<file path="src/rtl/fp_isa_pkg.sv">
// Shared RV32F encoding constants for the FP instruction encoder and decoder.
// FALU op codes, funct5 values, command kinds and error codes live here.
package fp_isa_pkg;

    localparam logic [6:0] OPC_OP_FP    = 7'b1010011;
    localparam logic [6:0] OPC_LOAD_FP  = 7'b0000111;
    localparam logic [6:0] OPC_STORE_FP = 7'b0100111;

    localparam logic [4:0] F5_ADD    = 5'b00000;
    localparam logic [4:0] F5_SUB    = 5'b00001;
    localparam logic [4:0] F5_MUL    = 5'b00010;
    localparam logic [4:0] F5_DIV    = 5'b00011;
    localparam logic [4:0] F5_SQRT   = 5'b00100;
    localparam logic [4:0] F5_SGNJ   = 5'b00101;
    localparam logic [4:0] F5_MINMAX = 5'b00110;
    localparam logic [4:0] F5_FEQ    = 5'b10100;
    localparam logic [4:0] F5_FLT    = 5'b10101;
    localparam logic [4:0] F5_FLE    = 5'b10110;

    localparam logic [4:0] FALU_ADD    = 5'd1;
    localparam logic [4:0] FALU_SUB    = 5'd2;
    localparam logic [4:0] FALU_MUL    = 5'd3;
    localparam logic [4:0] FALU_DIV    = 5'd4;
    localparam logic [4:0] FALU_SQRT   = 5'd5;
    localparam logic [4:0] FALU_SGNJ   = 5'd6;
    localparam logic [4:0] FALU_MINMAX = 5'd7;
    localparam logic [4:0] FALU_FEQ    = 5'd8;
    localparam logic [4:0] FALU_FLT    = 5'd9;
    localparam logic [4:0] FALU_FLE    = 5'd10;

    localparam logic [1:0] KIND_OPFP  = 2'd0;
    localparam logic [1:0] KIND_LOAD  = 2'd1;
    localparam logic [1:0] KIND_STORE = 2'd2;
    localparam logic [1:0] KIND_ILL   = 2'd3;

    localparam logic [1:0] ERR_NONE = 2'd0;
    localparam logic [1:0] ERR_KIND = 2'd1;
    localparam logic [1:0] ERR_FALU = 2'd2;
    localparam logic [1:0] ERR_IMM  = 2'd3;

    // Returns {legal, funct5}; legal is 0 for op codes outside 1..10.
    function automatic logic [5:0] falu_funct5(input logic [4:0] op);
        case (op)
            FALU_ADD:    return {1'b1, F5_ADD};
            FALU_SUB:    return {1'b1, F5_SUB};
            FALU_MUL:    return {1'b1, F5_MUL};
            FALU_DIV:    return {1'b1, F5_DIV};
            FALU_SQRT:   return {1'b1, F5_SQRT};
            FALU_SGNJ:   return {1'b1, F5_SGNJ};
            FALU_MINMAX: return {1'b1, F5_MINMAX};
            FALU_FEQ:    return {1'b1, F5_FEQ};
            FALU_FLT:    return {1'b1, F5_FLT};
            FALU_FLE:    return {1'b1, F5_FLE};
            default:     return 6'd0;
        endcase
    endfunction

endpackage

</file>
<file path="src/rtl/fp_enc_fifo.sv">
// Small synchronous FIFO with registered occupancy for encoded instruction words.
// Read data is forced to zero while empty so the head output is clean after reset.
module fp_enc_fifo #(
    parameter int DEPTH = 2,
    parameter int W     = 32
) (
    input  logic         clk,
    input  logic         rst_n,
    input  logic         i_push,
    input  logic [W-1:0] i_wdata,
    input  logic         i_pop,
    output logic [W-1:0] o_rdata,
    output logic         o_full,
    output logic         o_empty
);
    localparam int AW = (DEPTH > 1) ? $clog2(DEPTH) : 1;

    logic [W-1:0]  r_mem [DEPTH];
    logic [AW-1:0] r_wr;
    logic [AW-1:0] r_rd;
    logic [AW:0]   r_cnt;
    logic          w_push;
    logic          w_pop;

    assign o_full  = (r_cnt == (AW+1)'(DEPTH));
    assign o_empty = (r_cnt == '0);
    assign w_push  = i_push & ~o_full;
    assign w_pop   = i_pop & ~o_empty;
    assign o_rdata = o_empty ? '0 : r_mem[r_rd];

    // Power-of-two depth lets the pointers wrap by natural overflow.
    always_ff @(posedge clk or negedge rst_n) begin
        if (!rst_n) begin
            r_wr  <= '0;
            r_rd  <= '0;
            r_cnt <= '0;
        end else begin
            if (w_push) r_wr <= r_wr + AW'(1);
            if (w_pop)  r_rd <= r_rd + AW'(1);
            r_cnt <= r_cnt + (AW+1)'(w_push) - (AW+1)'(w_pop);
        end
    end

    always_ff @(posedge clk) begin
        if (w_push) r_mem[r_wr] <= i_wdata;
    end

endmodule

</file>
<file path="src/rtl/fp_instr_encoder.sv">
// Encodes FP micro-op commands into RV32F OP-FP / FLW / FSW words and buffers them.
// Illegal commands are consumed, not buffered, and reported as a one-cycle error pulse.
module fp_instr_encoder
    import fp_isa_pkg::*;
#(
    parameter int FIFO_DEPTH = 2,
    parameter int CNT_W      = 16
) (
    input  logic             clk,
    input  logic             rst_n,
    input  logic             cmd_valid,
    output logic             cmd_ready,
    input  logic [1:0]       cmd_kind,
    input  logic [4:0]       cmd_falu_opcode,
    input  logic [4:0]       cmd_rd,
    input  logic [4:0]       cmd_rs1,
    input  logic [4:0]       cmd_rs2,
    input  logic [2:0]       cmd_rm,
    input  logic [1:0]       cmd_fmt,
    input  logic [2:0]       cmd_width,
    input  logic [31:0]      cmd_imm,
    output logic             instr_valid,
    input  logic             instr_ready,
    output logic [31:0]      instr_out,
    output logic [CNT_W-1:0] instr_count,
    output logic             err_valid,
    output logic [1:0]       err_code,
    output logic [7:0]       err_count
);
    logic [5:0]       w_f5;
    logic             w_imm_ok;
    logic [1:0]       w_err_code;
    logic [31:0]      w_word;
    logic             w_full;
    logic             w_empty;
    logic             w_accept;
    logic             w_err;
    logic             w_pop;
    logic [CNT_W-1:0] r_instr_count;
    logic             r_err_valid;
    logic [1:0]       r_err_code;
    logic [7:0]       r_err_count;

    assign w_imm_ok = (&cmd_imm[31:11]) | ~(|cmd_imm[31:11]);

    always_comb begin
        w_f5       = falu_funct5(cmd_falu_opcode);
        w_err_code = ERR_NONE;
        w_word     = '0;
        case (cmd_kind)
            KIND_OPFP: begin
                if (!w_f5[5]) w_err_code = ERR_FALU;
                else          w_word = {w_f5[4:0], cmd_fmt,
                                        (cmd_falu_opcode == FALU_SQRT) ? 5'd0 : cmd_rs2,
                                        cmd_rs1, cmd_rm, cmd_rd, OPC_OP_FP};
            end
            KIND_LOAD: begin
                if (!w_imm_ok) w_err_code = ERR_IMM;
                else           w_word = {cmd_imm[11:0], cmd_rs1, cmd_width, cmd_rd, OPC_LOAD_FP};
            end
            KIND_STORE: begin
                if (!w_imm_ok) w_err_code = ERR_IMM;
                else           w_word = {cmd_imm[11:5], cmd_rs2, cmd_rs1, cmd_width,
                                         cmd_imm[4:0], OPC_STORE_FP};
            end
            default: w_err_code = ERR_KIND;
        endcase
    end

    // A full FIFO blocks intake even when the head is popped this cycle.
    assign cmd_ready   = rst_n & ~w_full;
    assign w_accept    = cmd_valid & cmd_ready;
    assign w_err       = (w_err_code != ERR_NONE);
    assign instr_valid = ~w_empty;
    assign w_pop       = instr_valid & instr_ready;

    fp_enc_fifo #(
        .DEPTH (FIFO_DEPTH),
        .W     (32)
    ) u_fifo (
        .clk     (clk),
        .rst_n   (rst_n),
        .i_push  (w_accept & ~w_err),
        .i_wdata (w_word),
        .i_pop   (w_pop),
        .o_rdata (instr_out),
        .o_full  (w_full),
        .o_empty (w_empty)
    );

    always_ff @(posedge clk or negedge rst_n) begin
        if (!rst_n) begin
            r_instr_count <= '0;
            r_err_valid   <= 1'b0;
            r_err_code    <= ERR_NONE;
            r_err_count   <= '0;
        end else begin
            if (w_pop) r_instr_count <= r_instr_count + CNT_W'(1);
            r_err_valid <= w_accept & w_err;
            r_err_code  <= (w_accept & w_err) ? w_err_code : ERR_NONE;
            if (w_accept && w_err && r_err_count != 8'hFF)
                r_err_count <= r_err_count + 8'd1;
        end
    end

    assign instr_count = r_instr_count;
    assign err_valid   = r_err_valid;
    assign err_code    = r_err_code;
    assign err_count   = r_err_count;

endmodule

</file>
<file path="config.mk">
export PLATFORM = sky130hd
export DESIGN_NAME = fp_instr_encoder
export DESIGN_NICKNAME = d
export VERILOG_FILES = /design/src/rtl/fp_isa_pkg.sv /design/src/rtl/fp_enc_fifo.sv /design/src/rtl/fp_instr_encoder.sv
export SDC_FILE = /design/constraint.sdc
export NUM_CORES = 1
export LEC_CHECK = 0
export BUFFER_PORTS_ARGS = -buffer_cell sky130_fd_sc_hd__buf_2
export CAP_MARGIN = 5
export CORE_ASPECT_RATIO = 1.25
export CORE_MARGIN = 5
export CORE_UTILIZATION = 45
export CTS_BUF_LIST = sky130_fd_sc_hd__clkbuf_16
export DETAILED_ROUTE_END_ITERATION = 8
export PLACE_DENSITY = 0.72
export REMOVE_ABC_BUFFERS = 1
export SYNTH_ARGS = -nofsm -noshare
export SYNTH_HDL_FRONTEND = slang
export SYNTH_SLANG_ARGS = --single-unit
</file>
<file path="constraint.sdc">
create_clock -name clk -period 3.28 [get_ports clk]
set_input_delay 0.328 -clock clk [delete_from_list [all_inputs] [get_ports clk]]
set_output_delay 0.328 -clock clk [all_outputs]
set_load 0.02 [all_outputs]
</file>
Word level (Yosys, flattened, before mapping)
Memory sizes are Yosys's and may differ from the RTL's.
Index checks and enable logic that the tools add are counted.
{ "totals": {"regBits": 31, "mem_count": 2, "word_cells": 53, "inputBits": 66, "rom_bits": 80, "mem_bits_rw": 64} }
{ "memory_table": {"columns": ["memory", "depth", "word_bits", "read_ports", "rd_ports_with_merged_regs", "wr", "line", "source"], "rows": [
  ["(name not given)", 16, 5, 1, 0, 0, "fp_isa_pkg.sv:43", "case (op)"],
  ["u_fifo.r_mem", 2, 32, 1, 0, 1, "fp_enc_fifo.sv:18", "logic [W-1:0] r_mem [DEPTH];"]
]} }
{ "op_classes": {"n_eq_ne": 5, "n_mux": 13, "add_sub_neg": 6, "reduce_logical": 8, "bitwise_logic": 12} }
{ "op_table": {"columns": ["op", "n"], "rows": [
  ["$mux W32", 4],
  ["$pmux W32 S3", 1],
  ["$reduce_and A21 Y1", 1],
  ["$reduce_or A21 Y1", 1],
  ["$add A16 B1 Y16 const B", 1],
  ["$add A8 B1 Y8 const B", 1],
  ["$ne A8 B8 Y1 const B", 1],
  ["$and A1 B1 Y1", 7],
  ["$mux W2", 3],
  ["$mux W6", 1],
  ["$eq A5 B3 Y1 const B", 1],
  ["$mux W5", 1],
  ["$eq A2 B2 Y1 const B", 2],
  ["$logic_not A2 Y1", 2],
  ["$not A1 Y1", 4],
  ["$pmux W2 S2", 1],
  ["$add A1 B1 Y1 const B", 2],
  ["$add A2 B1 Y2", 1],
  ["$eq A2 B1 Y1 const B", 1],
  ["$logic_and A1 B1 Y1", 2],
  ["$mux W1", 2],
  ["$reduce_bool A2 Y1", 1],
  ["$reduce_or A2 Y1", 1],
  ["$sub A2 B1 Y2", 1],
  ["$or A1 B1 Y1", 1]
]} }

Depth between registers and ports, before layout
Gate-level depths: netlist (run 1).
{ "depth": {"ltp_word": 11, "mapped_depth": 8, "mapped_depth_nobuf": 8} }

By module
A second synthesis (run 1) with hierarchy kept.
{ "unflattened": {"cells_unflattened": 352, "area_unflattened_um2": 4564.4} }
{ "by_module_without_submodules": {"columns": ["mod", "n_inst", "area_per_inst_um2", "seq_area_each_um2", "cells_each"], "rows": [
  ["fp_enc_fifo", 1, 2690.1, 2021.9, 153],
  ["fp_instr_encoder", 1, 1874.3, 675.6, 199]
]} }

Worst setup path before layout (run 1)
No wires, ideal clock.
{ "synth_path": {"kind": "register to register", "from": "register u_fifo.r_cnt[0]", "to": "memory u_fifo.r_mem[0][10] (enable)", "n_path_buf": 0, "period_less_slack_ns": 3.562, "slack_ns": -0.282, "path_stages_with_launch": 6, "required_time_ns": 2.862, "setup_ns": 0.418, "arrival_time_ns": 3.144, "cell_sequence": "dfrtp_1 -> inv_1 -> a21boi_0 -> nand2_1 -> a2111oi_4 -> nor2b_1"} }
{ "synth_between": {"elab_chain_len": 8} }
{ "synth_lines": {"columns": ["item", "line", "source"], "rows": [
  ["start: declaration", "fp_enc_fifo.sv:21", "logic [AW:0] r_cnt;"],
  ["start signal: assignment", "fp_enc_fifo.sv:40", "r_cnt <= r_cnt + (AW+1)'(w_push) - (AW+1)'(w_pop);"],
  ["$eq A2 B2 Y1", "fp_enc_fifo.sv:25", "assign o_full = (r_cnt == (AW+1)'(DEPTH));"],
  ["$not A1 Y1", "fp_instr_encoder.sv:71", "assign cmd_ready = rst_n & ~w_full;"],
  ["$and A1 B1 Y1", "fp_instr_encoder.sv:71", null],
  ["named net cmd_ready", "fp_instr_encoder.sv:12", "output logic cmd_ready,"],
  ["$and A1 B1 Y1", "fp_instr_encoder.sv:72", "assign w_accept = cmd_valid & cmd_ready;"],
  ["$and A1 B1 Y1", "fp_instr_encoder.sv:83", ".i_push (w_accept & ~w_err),"],
  ["$and A1 B1 Y1", "fp_enc_fifo.sv:27", "assign w_push = i_push & ~o_full;"],
  ["$mux W1", "fp_enc_fifo.sv:45", "if (w_push) r_mem[r_wr] <= i_wdata;"],
  ["$mux W1 (not written as such)", "fp_enc_fifo.sv:45", null],
  ["end: declaration", "fp_enc_fifo.sv:18", null]
]} }
The timed path passes the listed nets, and every way through them passes these cells.

Worst setup path in the final report (run 1)
{ "layout_path": {"from": "input port cmd_imm[20]", "to": "memory u_fifo.r_mem[0][23] (enable)"} }
{ "layout_between": {"elab_chain_len": 11, "elab_cells_between_ends": 12, "cone_classes": "mux: 4; bitwise: 5; reduce/logical: 3"} }
{ "layout_lines": {"columns": ["item", "line", "source"], "rows": [
  ["start: declaration", "fp_instr_encoder.sv:21", "input logic [31:0] cmd_imm,"],
  ["$reduce_or A21 Y1", "fp_instr_encoder.sv:44", "assign w_imm_ok = (&cmd_imm[31:11]) | ~(|cmd_imm[31:11]);"],
  ["$not A1 Y1", "fp_instr_encoder.sv:44", null],
  ["$or A1 B1 Y1 (*)", "fp_instr_encoder.sv:44", null],
  ["$mux W2 (*)", "fp_instr_encoder.sv:58, fp_instr_encoder.sv:62", null],
  ["$pmux W2 S2 (*)", "fp_instr_encoder.sv:50", "case (cmd_kind)"],
  ["$reduce_bool A2 Y1 (*)", "fp_instr_encoder.sv:73", "assign w_err = (w_err_code != ERR_NONE);"],
  ["$not A1 Y1 (*)", "fp_instr_encoder.sv:83", null],
  ["$and A1 B1 Y1 (*)", "fp_instr_encoder.sv:83", null],
  ["$and A1 B1 Y1 (*)", "fp_enc_fifo.sv:27", null],
  ["$mux W1 (*)", "fp_enc_fifo.sv:45", null],
  ["$mux W1 (not written as such) (*)", "fp_enc_fifo.sv:45", null]
]} }
Mark *: on every way between the ends. The rest lies on a longest branch, timed or not.

==> impl_summary.md, run 1 <==
Placed design
Input and output buffers added on the ports amount to approximately 130. The last weighted congestion value of the routability-driven placer is about 0.8. The instance area after placement is approximately 5000 um2. The post-DP HPWL is around 6.7 mm. The placement-stage worst setup slack is 0.5676 ns. After detailed placement, the design holds a cell count of between 500 and 600.

Worst setup path
The element type at the critical path end is a flip-flop. The worst register-to-register path has a setup slack of just under 1 ns. STA puts the critical path data required time at roughly 3.3 ns. STA classifies the critical path startpoint as an input port. The data arrival time of the worst path is between 2 and 2.5 ns.

The type of the worst setup path is input port to flip-flop. Of all nets on the critical path, the largest fanout is 29.

Finish
The filler cell count in the final layout is between 700 and 800. 0 antenna diodes ended up in the layout. The cell area after layout is around 5300 um2. The final standard cell count with taps included and fillers excluded is between 500 and 600. From synthesis to final layout, the design area changed by 24.98%. Of the cells placed in the final design, the portion with a size suffix greater than 1 is about a third.

After the last flow step, the layout net total stands at approximately 550. The final core area utilization is 57.94%.

Clock network
The count of instances resized after the clock tree is built is 0. The source-to-sink clock delay at the later pin of the worst-skew pair is 0.33 ns. The count of H-tree levels built during CTS is 3. CTS saw 89 sinks.

Buffers inserted to repair hold after CTS numbered 0. The total clock buffers created by CTS is 9. The number of setup buffers added after CTS is 0. The cell sitting at the root of the clock tree is a clkbuf_16. In this run the deepest clock path goes through 2 buffers. TritonCTS built the clock tree. Clock-pin slew was measured on the worst setup and hold paths at 0.06 ns.

Pwr
The reported leakage power is about 2.4 nW. After layout, the design draws a total of about 3.6 mW. Dividing total power by cell area gives a power density of between 600 and 700 nW/um2. The maximum vdd ir drop is between 0.3 and 0.4 mV.

Yosys
For this run, the number of Yosys warnings is 0. After synthesis, the mean cell area works out to 12.51 um2. The distinct cell type count of the synthesized netlist is 44. Yosys mapped a number of flops with a built-in enable equal to a little under 60. The cell taking the most area after synthesis is edfxtp_1. The number of cells produced by synthesis is 340. Ranked by instance count, the synthesized netlist is headed by 58 x edfxtp_1, 42 x nor2_1, 31 x dfrtp_1, 30 x mux2i_1, 17 x a22o_1. Sorting the synthesized cells by area gives the leading types as edfxtp_1 41%, dfrtp_1 18%, mux2i_1 7.1%. The top cell type by area accounts for between 40% and 50% of the synthesized area. In the synthesized netlist the dominant register cell turns out to be edfxtp_1.

The synthesized netlist occupies a cell area of about 4300 um2. The sequential-to-total area share from yosys stat is between 50% and 60%. edfxtp_1 is the most common cell in the netlist. The synthesized design contains approximately 90 register bits. The share of async-settable or async-resettable flops after synthesis is between 30% and 40%.

Drt
Summed over all layers, the routed wires come to a little over 9 mm. The detail route stage leaves a number of antenna-violating nets equal to 0. The number of detailed-route iterations in the first pass is 4. In the final routed layout, each cell accounts on average for about 15 um. For this block, the via count after detailed routing is slightly above 3000. The number of design-rule violations left by the first detailed-router iteration is between 150 and 200. The via density per instance is roughly 5.1. After detailed routing, the number of remaining DRC violations is 0.

Floorplan
The initial cell density of the core is a little under half. In this run the count of I/O pins placed on the die edge is between 100 and 150. The area of the die is between 10000 and 15000 um2. In this run the core area contains 39 standard-cell rows.

The die is 96.95 um wide. The overall die height is about 120 um. The core region is slightly above 9000 um2.

STA
Counting I/O delays and the setup requirement, the final critical path takes ~2.4 ns. Setup repair after global routing left no endpoint under its margin. The final worst-path setup slack is 0.9184 ns. The aggregate negative setup slack is 0 ns. The maximum achievable frequency is ~0.42 GHz.

The count of final setup violators is 0. The headroom to the max-slew limit is 40.42%. The slew at the pin closest to its max-slew limit is around 0.89 ns.

The count of final max-slew check failures is 0. The final-report hold violation count is 0. Clock skew on the completed layout was measured at about 0.0039 ns.

The worst hold slack after final layout is 0.02665 ns. The post-route clock period utilization is between 70% and 80%.

Global route
The number of antenna violations at the first check in global routing is 0. The number of global-route vias before repair was a little over 3000. The total grt overflow is 0.

Entering global routing, the biggest net connects 32 pins. The global-route wire length before repair is around 15 mm. The total routing resource utilization after global routing is roughly 16%.

Hold path
The type of the worst min-delay path is input port to async pin.

Status
The run finished with clean final reports.

Run
The max capacitance violation total is 0.
layer usage:
| layer | track usage [%] | vias up | routed length, um |
|---|---|---|---|
| met4 | 4.917 | 0 | 21 |
| met2 | 25.91 | 131 | 4385 |
| met3 | 5.716 | 2 | 836 |
| met5 | 0 | - | 0 |
| li1 | - | 1482 | - |
| met1 | 20.46 | 1434 | 3916 |
worst max-delay path, stage by stage:
cell	delay, ns
buf_2	0.10
or4_4	0.53
nor4_4	0.34
nor2_2	0.15
a2111oi_4	0.45
nor2b_2	0.26
buf_12	0.21
kinds of logic (layout without fill, tap and decap cells):
logic type / Yosys count / count (layout) / share of synthesized area [%]
AOI/OAI and AO/OA: 38 / 38 / 7.502
xor gates and xnor gates: 24 / 24 / 4.943
adders and majority gates: 13 / 13 / 3.825
buffers and inverters: 29 / 163 / 2.912
DFF: 89 / 89 / 59.19
muxes: 33 / 33 / 7.855
other: 1 / 1 / 0.08818
and+or+nand+nor: 113 / 113 / 13.68
layout make-up:
type                            count  area [um2]  area share, %
Clock buffer                        9       225.2          4.237
Clock inverter                      7       45.04         0.8475
Inverter                           16       60.06          1.130
Multi-Input combinational cell    222        1617          30.41
Sequential cell                    89        2519          47.39
Tap cell                          123       153.9          2.895
Timing Repair Buffer              131       695.7          13.09
final timing paths:
check | cells after the start | end | start
worst max-delay path | 7 | u_fifo.r_mem[0][23] | cmd_imm[20]
worst min-delay path | 2 | instr_count[7] | rst_n
worst max register to register | 6 | u_fifo.r_mem[0][23] | u_fifo.r_cnt[0]
worst min register to register | 1 | instr_count[15] | instr_count[15]
max in group asynchronous | 2 | u_fifo.r_rd | rst_n
min in group clk | 3 | u_fifo.r_mem[1][29] | cmd_imm[9]
where the power goes:
| group | internal, mW | leakage [nW] | total [mW] | switching, mW |
|---|---|---|---|---|
| registers | 1.32 | 0.950 | 1.53 | 0.202 |
| clock network | 0.509 | 0.121 | 0.911 | 0.402 |
| logic | 0.479 | 1.34 | 1.21 | 0.733 |
| total | 2.31 | 2.41 | 3.65 | 1.34 |
cell usage in the layout, fill, tap and decap left out, drive strengths merged, types with 6 or more instances in the layout:
cell type	count
buf	131
edfxtp	58
nor2	43
dfrtp	31
mux2i	30
a22o	17
inv	17
nand2	16
xnor2	13
ha	13
xor2	11
nand3	10
nand4	9
clkbuf	9
o21ai	9
nor2b	7
nor4	6
nor3b	6
state kept, by name, indices dropped and copies added, names as in the netlist:
signal and cells:
err_count 8, u_fifo.r_mem 58, u_fifo.r_wr 1, u_fifo.r_cnt 2
instr_count 16, err_valid 1, u_fifo.r_rd 1, err_code 2
(Power assumes the default switching activity.)
==> run 2: changes to the inputs <==
ABC_AREA = 1   (was unset)
PLACE_DENSITY = 0.71   (was 0.72)
clock period = 2.42 ns   (was 3.28 ns; I/O delays follow)
==> impl_summary.md, run 2 <==
Clock network
The CTS tree is done. The source-to-sink clock delay at the later pin of the worst-skew pair is roughly 0.33 ns. The number of hold buffers added after CTS is 1. The count of instances resized after the clock tree is built is 0. Counting along the longest clock path gives a buffer depth of 2. The clock edge transition at the registers on the reported setup and hold paths is 0.06 ns. The count of H-tree levels built during CTS is 3. The number of setup buffers added after CTS is 0. The library cell used as clock root buffer is clkbuf_16.

The total clock buffers created by CTS is 9. The total number of clock tree sinks is 89.

Pwr
Dividing total power by cell area gives a power density of between 900 and 1000 nW/um2. The reported leakage power is between 2 and 3 nW. The final total power is 5.293 mW. The maximum vdd ir drop is just under 0.6 mV.

Yosys
The count of warnings emitted by yosys is 0. The synthesized design contains just under 60 enable-type register cells. The dominant register cell in the synthesized netlist is edfxtp_1. Dividing the synthesized area by the synthesized cell count gives 9.104 um2. The flip-flop and latch count after synthesis is 89. Counting distinct cell types in the post-synthesis netlist gives 32.

The commonest cells after synthesis are 148 x nand2_1, 58 x edfxtp_1, 46 x nand3_1, 42 x inv_1, 35 x a21oi_1. The netlist area before placement is around 4600 um2. The synthesized design devotes to its leading area cell type between 30% and 40% of total area. The share of async-settable or async-resettable flops after synthesis is between 30% and 40%. After synthesis, the cell types taking the most area are edfxtp_1 38%, dfrtp_1 17%, nand2_1 12%.

Sequential elements use a little over half of the synthesized area. The cell with the most instances after synthesis is nand2_1. The number of cells produced by synthesis is between 500 and 600. Of all cell types, the one taking the most synthesized area is edfxtp_1.

Global route
The first global-routing pass estimated about 17 mm of wire. Global routing finished with a remaining overflow of 0. The largest net degree at the start of global routing is 32.

The number of global-route vias before repair is around 3800. The number of antenna violations at the first check in global routing is 1. The total routing resource utilization after global routing is between 10% and 20%.

Drt
The antenna violation net count after detailed routing is 0. The number of design rule violations left after detail routing is 0. The via total after detailed routing is between 3000 and 4000. The number of design-rule violations left by the first detailed-router iteration is approximately 220.

The number of detailed-route iterations in the first pass is 4. Dividing the detail-routed via count by the number of cells gives approximately 5.0. Wires add up to about 11 mm.

After detailed routing, the average wire length per cell comes to 13.86 um.

Worst setup path
Traced cell by cell, the critical path runs through nor2_2 > buf_4 > a21oi_1 > buf_2. In this run the worst path has a maximum fanout of 23. The beginning of the critical path is u_fifo.r_cnt[1]. The critical path in this run is classified as flip-flop to output port. The delay of the slowest cell on the worst path is ~0.48 ns. The data arrival time of the worst path is roughly 1.9 ns. The startpoint kind of the worst setup timing path is a flip-flop. The element type at the critical path end is an output port. The launching point of the worst reg2reg path is u_fifo.r_cnt[1]. The worst path required time is around 2.2 ns. The cell with the largest stage delay on the worst path is nor2_2.

STA
For the final database, setup skew stands at approximately 0.0067 ns. The aggregate negative setup slack is 0 ns. The final-report hold violation count came to 0. Timing would allow up to around 0.47 GHz.

The worst path needs approximately 2.1 ns of the cycle, external delays included. Setup repair after global routing left no endpoint under its margin. At the pin with the least slew margin, the transition time is 0.5738 ns.

The count of final setup violators is 0. The final critical path takes up around 88% of the cycle. The headroom to the max-slew limit is approximately 60%. The count of final max-slew check failures is 0.

Finish
The register with the most flip-flops in the final layout is u_fifo.r_mem. In the final layout, the multi-input gates occupy around 1800 um2. The number of flip-flops in the largest register is 58. The filler cells instantiated in the layout total 943. The signed area change from the synthesized netlist to the final layout is 24.54%.

The final core area utilization is a little under three fifths. Across the whole layout, storage elements account for approximately 2500 um2. The cell area after layout is 5703 um2.

The commonest non-fill, non-tap cell in the layout is nand2_1. Cells with a size suffix above 1 make up 26.22% of the layout. The final net count is about 710. The library cells used most frequently in the layout, excluding fill and tap cells, are 148 x nand2_1, 125 x buf_2, 58 x edfxtp_1.

Floorplan
The x dimension of the die is 100.2 um. The number of rows created at floorplan is 41. The initial cell density of the core is a little under half. The area of the placeable core is approximately 10000 um2. about 130 I/O pins were placed. The overall die height is between 100 and 150 um.

The floorplan step defined a die boundary enclosing approximately 12000 um2.

Placed design
The placed instances occupy a cell area of between 5000 and 6000 um2. Once detailed placement completed, the half-perimeter wirelength came to 7.785 mm. Buffers placed on the I/O ports in this run total ~130.

The last weighted congestion value of the routability-driven placer is between 0.8 and 0.9.

Run
Across the run, the number of max-cap violations was 0.

Hold path
In this run the most critical hold path is launched from cmd_width[1]. The type of the worst min-delay path is input port to flip-flop.

Status
The run finished with clean final reports.
==> run 2: layer usage <==
| metal | global-route usage [%] | vias up | wire [um] |
|---|---|---|---|
| li1 | - | 1915 | - |
| met1 | 20.72 | 1798 | 4133 |
| met2 | 30.39 | 106 | 5354 |
| met3 | 4.605 | 22 | 748 |
| met4 | 8.677 | 0 | 337 |
| met5 | 0 | - | 0 |
==> run 2: critical path: cells and delay by family, from the launching register on <==
family | cells | cell delay, ns
AOI/OAI and AO/OA | 1 | 0.11
buffers and inverters | 2 | 0.56
DFF | 1 | 0.41
and+or+nand+nor | 1 | 0.48
==> run 2: worst paths after layout <==
check                                       to  depth (start not counted)  slack, ns
hold / removal             u_fifo.r_mem[0][13]                          3       0.21
setup / recovery                 instr_out[31]                          4       0.29
setup reg to reg           u_fifo.r_mem[0][11]                          6       0.59
hold reg to reg                    u_fifo.r_wr                          2       0.51
max in group asynchronous         err_count[5]                          3       1.64
min in group asynchronous       instr_count[4]                          3       0.49
==> run 2: per-stage QoR <==
step	std cells	hold WS, ns	worst slack, ns
3_5_place_dp	745	0.3242	0.3810
6_report	763	0.2132	0.2895
5_1_grt	763	0.2180	0.1694
4_1_cts	762	0.1981	0.2571
2_1_floorplan	480	-0.05359	-1.144
3_3_place_gp	745	0.3212	0.4076
==> run 2: cell families (layout without fill, tap and decap cells) <==
logic type	after synthesis	after routing	synth area share [%]
XOR/XNOR	22	22	4.208
AND/OR/NAND/NOR	266	266	26.09
flip-flops	89	89	54.97
buffers and inverters	66	196	5.902
AO/OA/AOI/OAI	46	46	5.191
other	1	2	0.08189
adder cells (fa/ha/maj)	13	13	3.552
==> run 2: area by class of cell <==
class / count / area share, %
Antenna cell: 1 / 0.04388
Timing Repair Buffer: 137 / 13.03
Clock buffer: 9 / 3.949
Sequential cell: 89 / 44.14
Clock inverter: 7 / 1.667
Multi-Input combinational cell: 348 / 31.50
Inverter: 43 / 2.830
Tap cell: 129 / 2.830
==> run 2: report_power, final <==
group	leakage (nW)	internal [mW]	total [mW]	switching, mW
combinational	1.65	0.610	1.90	1.29
sequential	0.954	1.79	1.93	0.146
clock	0.145	0.902	1.46	0.562
